[src/rtl/axi_rd_req_arbiter_if.sv]
// axi_rd_req_arbiter_if: AXI read-address channel between the arbiter (master) and DDR (slave).
interface axi_rd_req_arbiter_if #(
  parameter int ADDR_WIDTH = 28
);
  logic [ADDR_WIDTH-1:0] araddr;
  logic [3:0]            arid;
  logic [3:0]            arlen;
  logic                  arvalid;
  logic                  arready;
  modport master (output araddr, arid, arlen, arvalid, input arready);
  modport slave  (input araddr, arid, arlen, arvalid, output arready);
endinterface

[src/rtl/axi_rd_req_arbiter.sv]
// axi_rd_req_arbiter: round-robin AR burst issue for three video read ports sharing one DDR read channel.
module axi_rd_req_arbiter #(
  parameter int ADDR_WIDTH = 28,
  parameter int DDR_DWIDTH = 256,
  parameter int BURST_LEN  = 16,
  parameter int CNT_WIDTH  = 16
) (
  input  logic                  clk,
  input  logic                  rst,
  input  logic                  i_rd0_frame_start,
  input  logic [ADDR_WIDTH-1:0] i_rd0_base_addr,
  input  logic [CNT_WIDTH-1:0]  i_rd0_frame_bursts,
  input  logic                  i_rd0_fifo_full,
  input  logic                  i_rd1_frame_start,
  input  logic [ADDR_WIDTH-1:0] i_rd1_base_addr,
  input  logic [CNT_WIDTH-1:0]  i_rd1_frame_bursts,
  input  logic                  i_rd1_fifo_full,
  input  logic                  i_rd2_frame_start,
  input  logic [ADDR_WIDTH-1:0] i_rd2_base_addr,
  input  logic [CNT_WIDTH-1:0]  i_rd2_frame_bursts,
  input  logic                  i_rd2_fifo_full,
  input  logic                  i_ddr_fifo_full,
  output logic                  o_rd0_busy,
  output logic                  o_rd1_busy,
  output logic                  o_rd2_busy,
  output logic                  o_rd0_frame_done,
  output logic                  o_rd1_frame_done,
  output logic                  o_rd2_frame_done,
  axi_rd_req_arbiter_if.master  ar
);
  localparam logic [ADDR_WIDTH-1:0] ADDR_STEP = ADDR_WIDTH'(BURST_LEN * DDR_DWIDTH / 8);
  typedef enum logic {IDLE, ADDR} state_t;
  state_t                r_state;
  logic [1:0]            r_ptr, r_g, w_gnt;
  logic [ADDR_WIDTH-1:0] r_addr [3];
  logic [ADDR_WIDTH-1:0] r_pbase [3];
  logic [ADDR_WIDTH-1:0] w_base [3];
  logic [ADDR_WIDTH-1:0] r_araddr;
  logic [CNT_WIDTH-1:0]  r_rem [3];
  logic [CNT_WIDTH-1:0]  r_pbursts [3];
  logic [CNT_WIDTH-1:0]  w_bursts [3];
  logic [2:0]            r_pend, r_done, w_start, w_full, w_go, w_elig, w_busy;
  logic [3:0]            r_arid;
  logic                  r_arvalid, w_any, w_hs;

  function automatic logic [1:0] rr_idx(input logic [1:0] p, input int k);
    int s;
    s = int'(p) + k;
    return 2'(s >= 3 ? s - 3 : s);
  endfunction

  assign w_start     = {i_rd2_frame_start, i_rd1_frame_start, i_rd0_frame_start};
  assign w_full      = {i_rd2_fifo_full, i_rd1_fifo_full, i_rd0_fifo_full};
  assign w_base[0]   = i_rd0_base_addr;
  assign w_base[1]   = i_rd1_base_addr;
  assign w_base[2]   = i_rd2_base_addr;
  assign w_bursts[0] = i_rd0_frame_bursts;
  assign w_bursts[1] = i_rd1_frame_bursts;
  assign w_bursts[2] = i_rd2_frame_bursts;
  assign w_hs        = r_arvalid && ar.arready;

  assign ar.araddr  = r_araddr;
  assign ar.arid    = r_arid;
  assign ar.arlen   = 4'(BURST_LEN - 1);
  assign ar.arvalid = r_arvalid;
  assign {o_rd2_busy, o_rd1_busy, o_rd0_busy} = w_busy;
  assign {o_rd2_frame_done, o_rd1_frame_done, o_rd0_frame_done} = r_done;

  always_comb begin
    w_go   = '0;
    w_elig = '0;
    w_busy = '0;
    for (int n = 0; n < 3; n++) begin
      w_go[n]   = w_start[n] && w_bursts[n] != '0;
      w_elig[n] = r_rem[n] != '0 && !w_full[n] && !i_ddr_fifo_full && !r_pend[n];
      w_busy[n] = r_rem[n] != '0 || (r_state == ADDR && r_g == 2'(n));
    end
  end

  // Scan from the lowest priority upwards so the last hit is the first eligible after r_ptr.
  always_comb begin
    w_any = 1'b0;
    w_gnt = 2'd0;
    for (int k = 2; k >= 0; k--) begin
      if (w_elig[rr_idx(r_ptr, k)]) begin
        w_any = 1'b1;
        w_gnt = rr_idx(r_ptr, k);
      end
    end
  end

  always_ff @(posedge clk) begin
    if (rst) begin
      r_state   <= IDLE;
      r_ptr     <= 2'd0;
      r_g       <= 2'd0;
      r_araddr  <= '0;
      r_arid    <= 4'd0;
      r_arvalid <= 1'b0;
      r_pend    <= '0;
      r_done    <= '0;
      for (int n = 0; n < 3; n++) begin
        r_addr[n]    <= '0;
        r_rem[n]     <= '0;
        r_pbase[n]   <= '0;
        r_pbursts[n] <= '0;
      end
    end else begin
      r_done <= '0;
      if (r_state == IDLE) begin
        if (w_any) begin
          r_g       <= w_gnt;
          r_araddr  <= r_addr[w_gnt];
          r_arid    <= 4'b0001 << w_gnt;
          r_arvalid <= 1'b1;
          r_state   <= ADDR;
        end
      end else if (ar.arready) begin
        r_arvalid <= 1'b0;
        r_ptr     <= r_g == 2'd2 ? 2'd0 : r_g + 2'd1;
        r_state   <= IDLE;
      end
      // A restart of the granted port waits for its handshake; the aborted frame never signals done.
      for (int n = 0; n < 3; n++) begin
        if (w_hs && r_g == 2'(n)) begin
          r_pend[n] <= 1'b0;
          if (w_go[n]) begin
            r_addr[n] <= w_base[n];
            r_rem[n]  <= w_bursts[n];
          end else if (r_pend[n]) begin
            r_addr[n] <= r_pbase[n];
            r_rem[n]  <= r_pbursts[n];
          end else begin
            r_addr[n] <= r_addr[n] + ADDR_STEP;
            r_rem[n]  <= r_rem[n] - CNT_WIDTH'(1);
            r_done[n] <= r_rem[n] == CNT_WIDTH'(1);
          end
        end else if (w_go[n] && r_state == ADDR && r_g == 2'(n)) begin
          r_pend[n]    <= 1'b1;
          r_pbase[n]   <= w_base[n];
          r_pbursts[n] <= w_bursts[n];
        end else if (w_go[n]) begin
          r_addr[n] <= w_base[n];
          r_rem[n]  <= w_bursts[n];
        end
      end
    end
  end
endmodule
[src/flat_wrapper.sv]
// flat-port wrapper written by rule: the top's interface ports become plain ports
module axi_rd_req_arbiter_flat 
#(
  parameter int ADDR_WIDTH = 28,
  parameter int DDR_DWIDTH = 256,
  parameter int BURST_LEN  = 16,
  parameter int CNT_WIDTH  = 16
)
  (clk, rst, i_rd0_frame_start, i_rd0_base_addr, i_rd0_frame_bursts, i_rd0_fifo_full, i_rd1_frame_start, i_rd1_base_addr, i_rd1_frame_bursts, i_rd1_fifo_full, i_rd2_frame_start, i_rd2_base_addr, i_rd2_frame_bursts, i_rd2_fifo_full, i_ddr_fifo_full, o_rd0_busy, o_rd1_busy, o_rd2_busy, o_rd0_frame_done, o_rd1_frame_done, o_rd2_frame_done, ar_araddr, ar_arid, ar_arlen, ar_arvalid, ar_arready);
  axi_rd_req_arbiter_if #(.ADDR_WIDTH(ADDR_WIDTH)) ar_i ();
  input  logic clk;
  input  logic rst;
  input  logic i_rd0_frame_start;
  input  logic [ADDR_WIDTH-1:0] i_rd0_base_addr;
  input  logic [CNT_WIDTH-1:0] i_rd0_frame_bursts;
  input  logic i_rd0_fifo_full;
  input  logic i_rd1_frame_start;
  input  logic [ADDR_WIDTH-1:0] i_rd1_base_addr;
  input  logic [CNT_WIDTH-1:0] i_rd1_frame_bursts;
  input  logic i_rd1_fifo_full;
  input  logic i_rd2_frame_start;
  input  logic [ADDR_WIDTH-1:0] i_rd2_base_addr;
  input  logic [CNT_WIDTH-1:0] i_rd2_frame_bursts;
  input  logic i_rd2_fifo_full;
  input  logic i_ddr_fifo_full;
  output logic o_rd0_busy;
  output logic o_rd1_busy;
  output logic o_rd2_busy;
  output logic o_rd0_frame_done;
  output logic o_rd1_frame_done;
  output logic o_rd2_frame_done;
  output wire logic [$bits(ar_i.araddr)-1:0] ar_araddr;
  output wire logic [$bits(ar_i.arid)-1:0] ar_arid;
  output wire logic [$bits(ar_i.arlen)-1:0] ar_arlen;
  output wire logic [$bits(ar_i.arvalid)-1:0] ar_arvalid;
  input wire logic [$bits(ar_i.arready)-1:0] ar_arready;
  assign ar_araddr = ar_i.araddr;
  assign ar_arid = ar_i.arid;
  assign ar_arlen = ar_i.arlen;
  assign ar_arvalid = ar_i.arvalid;
  assign ar_i.arready = ar_arready;
  axi_rd_req_arbiter #(.ADDR_WIDTH(ADDR_WIDTH), .DDR_DWIDTH(DDR_DWIDTH), .BURST_LEN(BURST_LEN), .CNT_WIDTH(CNT_WIDTH)) u_core (.clk(clk), .rst(rst), .i_rd0_frame_start(i_rd0_frame_start), .i_rd0_base_addr(i_rd0_base_addr), .i_rd0_frame_bursts(i_rd0_frame_bursts), .i_rd0_fifo_full(i_rd0_fifo_full), .i_rd1_frame_start(i_rd1_frame_start), .i_rd1_base_addr(i_rd1_base_addr), .i_rd1_frame_bursts(i_rd1_frame_bursts), .i_rd1_fifo_full(i_rd1_fifo_full), .i_rd2_frame_start(i_rd2_frame_start), .i_rd2_base_addr(i_rd2_base_addr), .i_rd2_frame_bursts(i_rd2_frame_bursts), .i_rd2_fifo_full(i_rd2_fifo_full), .i_ddr_fifo_full(i_ddr_fifo_full), .o_rd0_busy(o_rd0_busy), .o_rd1_busy(o_rd1_busy), .o_rd2_busy(o_rd2_busy), .o_rd0_frame_done(o_rd0_frame_done), .o_rd1_frame_done(o_rd1_frame_done), .o_rd2_frame_done(o_rd2_frame_done), .ar(ar_i));
endmodule
[config.mk]
export PLATFORM = sky130hd
export DESIGN_NAME = axi_rd_req_arbiter_flat
export DESIGN_NICKNAME = d
export VERILOG_FILES = /design/src/rtl/axi_rd_req_arbiter_if.sv /design/src/rtl/axi_rd_req_arbiter.sv /design/src/flat_wrapper.sv
export SDC_FILE = /design/constraint.sdc
export NUM_CORES = 1
export LEC_CHECK = 0
export CAP_MARGIN = 20
export CORE_MARGIN = 2
export CORE_UTILIZATION = 53
export CTS_BUF_LIST = sky130_fd_sc_hd__clkbuf_8
export DETAILED_ROUTE_END_ITERATION = 8
export PLACE_DENSITY = 0.79
export SLEW_MARGIN = 20
export SYNTH_ARGS = -nofsm -noshare
export SYNTH_HDL_FRONTEND = slang
export SYNTH_SLANG_ARGS = --single-unit
[constraint.sdc]
create_clock -name clk -period 4.5 [get_ports clk]
set_input_delay 0.9 -clock clk [delete_from_list [all_inputs] [get_ports clk]]
set_output_delay 0.9 -clock clk [all_outputs]
set_load 0.1 [all_outputs]
==> results.yml <==
outcome:
  status: "complete, no violations"
final_layout:
  diodes: 0
  drive_gt1_share_pct: 8.52
  fin_util_pct: 64.6
  stdcell_area_sq_mm: 0.0191
  layout.nets: 1848
  seqCellArea_sq_mm: 0.00881
  fillers: 2298
  multi_input_area_sq_mm: 0.00659
  area_growth_pct: 20.7
worst_setup_path:
  setup.worst_path.start: "u_core.r_rem[1][8]$_SDFFCE_PP0P_"
  reg2reg_slack_ns: 0.67
  crit_chain: "or4_1, or4_4, o41ai_4, a41o_1, nor2_1, a311oi_1"
  endpoint_kind: "flip-flop"
  path_max_fanout: 22
  cp-start-kind: "flip-flop"
  rr_endpoint: "u_core.ar.araddr[5]$_SDFFE_PP0P_"
  crit_required_ns: 4.96
  slowest_stage: "a41o_1"
  arrival_ns: 4.30
  r2r_start: "u_core.r_rem[1][8]$_SDFFCE_PP0P_"
  crit_path_max_incr_delay_ns: 0.68
  critPathKind: "reg2reg"
  reg2reg_depth: 6
pwr:
  p_per_area_mw_per_mm2: 397
  p_leak_nw: 6.80
  vdd_ir_drop_max_mv: 0.302
  total_power_mw: 7.59
clock_tree:
  clock_sinks: 308
  cts_tree: "done"
  holdBufCountCts: 0
  cts_max_level: 2
  postCtsSetupRepairBufs: 0
  cts_buffer_depth: 3
  numCtsBuffers: 51
  cts_root_buffer: "clkbuf_8"
  clkTransAtPathRegs_ns: 0.07
  cts_resized: 0
  clock_latency_ns: 0.58
sta:
  setup_viol: 0
  relSlewSlack_pct: 26.8
  post-route-period-util_pct: 85.2
  fmaxAchievable_ghz: 0.261
  rsz0062_at_grt: "false"
  tns_ns: 0
  fin_crit_ns: 3.83
  fin_skew_ns: 0.0204
  holdWs_ns: 0.494
  finalMaxSlewViolations: 0
  hold_viol: 0
  tightest_slew_ns: 1.09
logic_synthesis:
  ys.flop_type: "edfxtp_1"
  synth_area_leaders: "edfxtp_1, nand2_1, and2_1"
  async_flop_share_pct: 0
  syn_area_per_cell_sq_um: 10.3
  netlist_area_sq_mm: 0.0158
  synth_cell_types: 62
  synth_top_area_cell: "edfxtp_1"
  synth_enable_flop_cells: 264
  yosysTopAreaCellShare_pct: 50.1
  ys_seq_area_share_pct: 55.6
  syn_inst: 1533
  synth_common_cells: "edfxtp_1, nand2_1, and2_1"
  ys_warn_count: 0
  yosysMostFrequentCell: "edfxtp_1"
  ys_ff_latch: 308
placement:
  io_buffers: 180
  place_congestion: 0.914
  hpwlAfterDp_mm: 29.3
  place_area_sq_mm: 0.0181
grt:
  grt_start_max_net_pins: 89
  grtUsageTotal_pct: 27.5
  grt_pass1_vias: 12303
  antenna_found_initial: 1
  overflow: 0
  grt_pass1_wl_mm: 67.0
min_path:
  holdPathEnd: "u_core.r_ptr[1]$_SDFFE_PP0P_"
  worstHoldPathCells: 2
  hp-start: "u_core.r_ptr[1]$_SDFFE_PP0P_"
  hold_class: "reg2reg"
job:
  drv_cap: 0
routing:
  vias_per_cell: 6.06
  drt-pass1-iter-count: 6
  wl_mm: 43.7
  drt-wirelength-per-cell_um: 20.5
  drc_errors: 0
  vias: 12885
  detail-route-antenna-nets: 0
  drt-initial-drc-count: 1401
die:
  core_sq_mm: 0.0296
  io_pins: 185
  die_y_um: 177
  row_count: 63
  initial_core_util_pct: 53.5
  dieArea_sq_mm: 0.0313
  die_w_um: 177
final cells by class:
type                            instances  share of cell area [%]
Sequential cell                       308                    46.1
Multi-Input combinational cell       1103                    34.5
Timing Repair Buffer                  215                    11.0
Clock buffer                           61                    4.39
Tap cell                              390                    2.55
Clock inverter                         34                    1.13
Inverter                               16                   0.314
placed cells by master (no fill, tap or decap), types with 16 or more instances in the layout:
cell type	netlist	routed
buf_4	4	34
edfxtp_1	264	264
nand3_1	57	56
inv_1	16	30
xor2_1	43	43
a31o_2	16	16
xnor2_1	45	45
nand2_1	258	255
a21oi_1	101	100
clkbuf_8	0	61
nor3_1	19	19
o21ai_0	106	104
nor4_1	17	17
clkdlybuf4s50_1	0	177
a22oi_1	24	23
a22o_1	41	41
mux2i_1	21	21
and2_1	142	142
nor2_1	50	50
a2111oi_0	16	16
dfxtp_1	44	41
worst max-delay path: cells and delay by family (launching register included):
kind,cells,cell delay [ns]
flops,1,0.47
simple gates,3,1.54
compound gates,3,1.69
flip-flops by register name, summed over array words and instances (netlist names), 2 cells and up:
name / count
u_core.r_pbase: 84
u_core.r_done: 3
u_core.ar.arid: 4
u_core.r_pbursts: 48
u_core.r_rem: 48
u_core.r_pend: 3
u_core.r_g: 2
u_core.r_ptr: 2
u_core.r_addr: 84
u_core.ar.araddr: 28
cell families (layout without fill, tap and decap cells):
group	Yosys count	after routing	synth area share (%)
AOI/OAI and AO/OA	363	363	14.9
xor gates and xnor gates	88	88	4.87
adders and majority gates	11	11	0.869
buffers and inverters	125	326	3.12
DFF	308	308	55.6
muxes	21	21	1.33
other	1	4	0.0237
and+or+nand+nor	616	616	19.2
metal layers:
layer	GRT usage (%)	up-vias	wire, um
met5	0	-	13
met4	9.13	2	1260
met3	4.34	78	3560
met2	44.7	633	21000
met1	37.8	6244	17900
li1	-	5928	-
stage by stage:
stage / std cells / worst slack, ns
after detailed placement: 2032 / 0.478
final: 2127 / 0.666
after floorplan: 1536 / 0.943
after global placement: 2032 / 0.405
after CTS: 2127 / 0.706
after global routing: 2127 / 0.529
worst max-delay path by stage:
stage | depth (start not counted) | slack, ns | endpoint
3_3_place_gp | 10 | 0.40 | u_core.r_addr[2][13]$_DFFE_PP_
3_5_place_dp | 10 | 0.48 | u_core.r_addr[2][14]$_DFFE_PP_
5_1_grt | 6 | 0.53 | u_core.ar.araddr[5]$_SDFFE_PP0P_
2_1_floorplan | 4 | 0.94 | u_core.r_addr[2][0]$_DFFE_PP_
4_1_cts | 5 | 0.71 | o_rd1_busy
6_report | 6 | 0.67 | u_core.ar.araddr[5]$_SDFFE_PP0P_
report_power, final:
part	leakage, nW	switching [mW]	internal, mW
combinational	3.06	0.893	0.492
sequential	3.14	0.243	3.41
clock	0.601	1.15	1.40
total	6.80	2.29	5.30
Power figures use the tool's default switching activity.
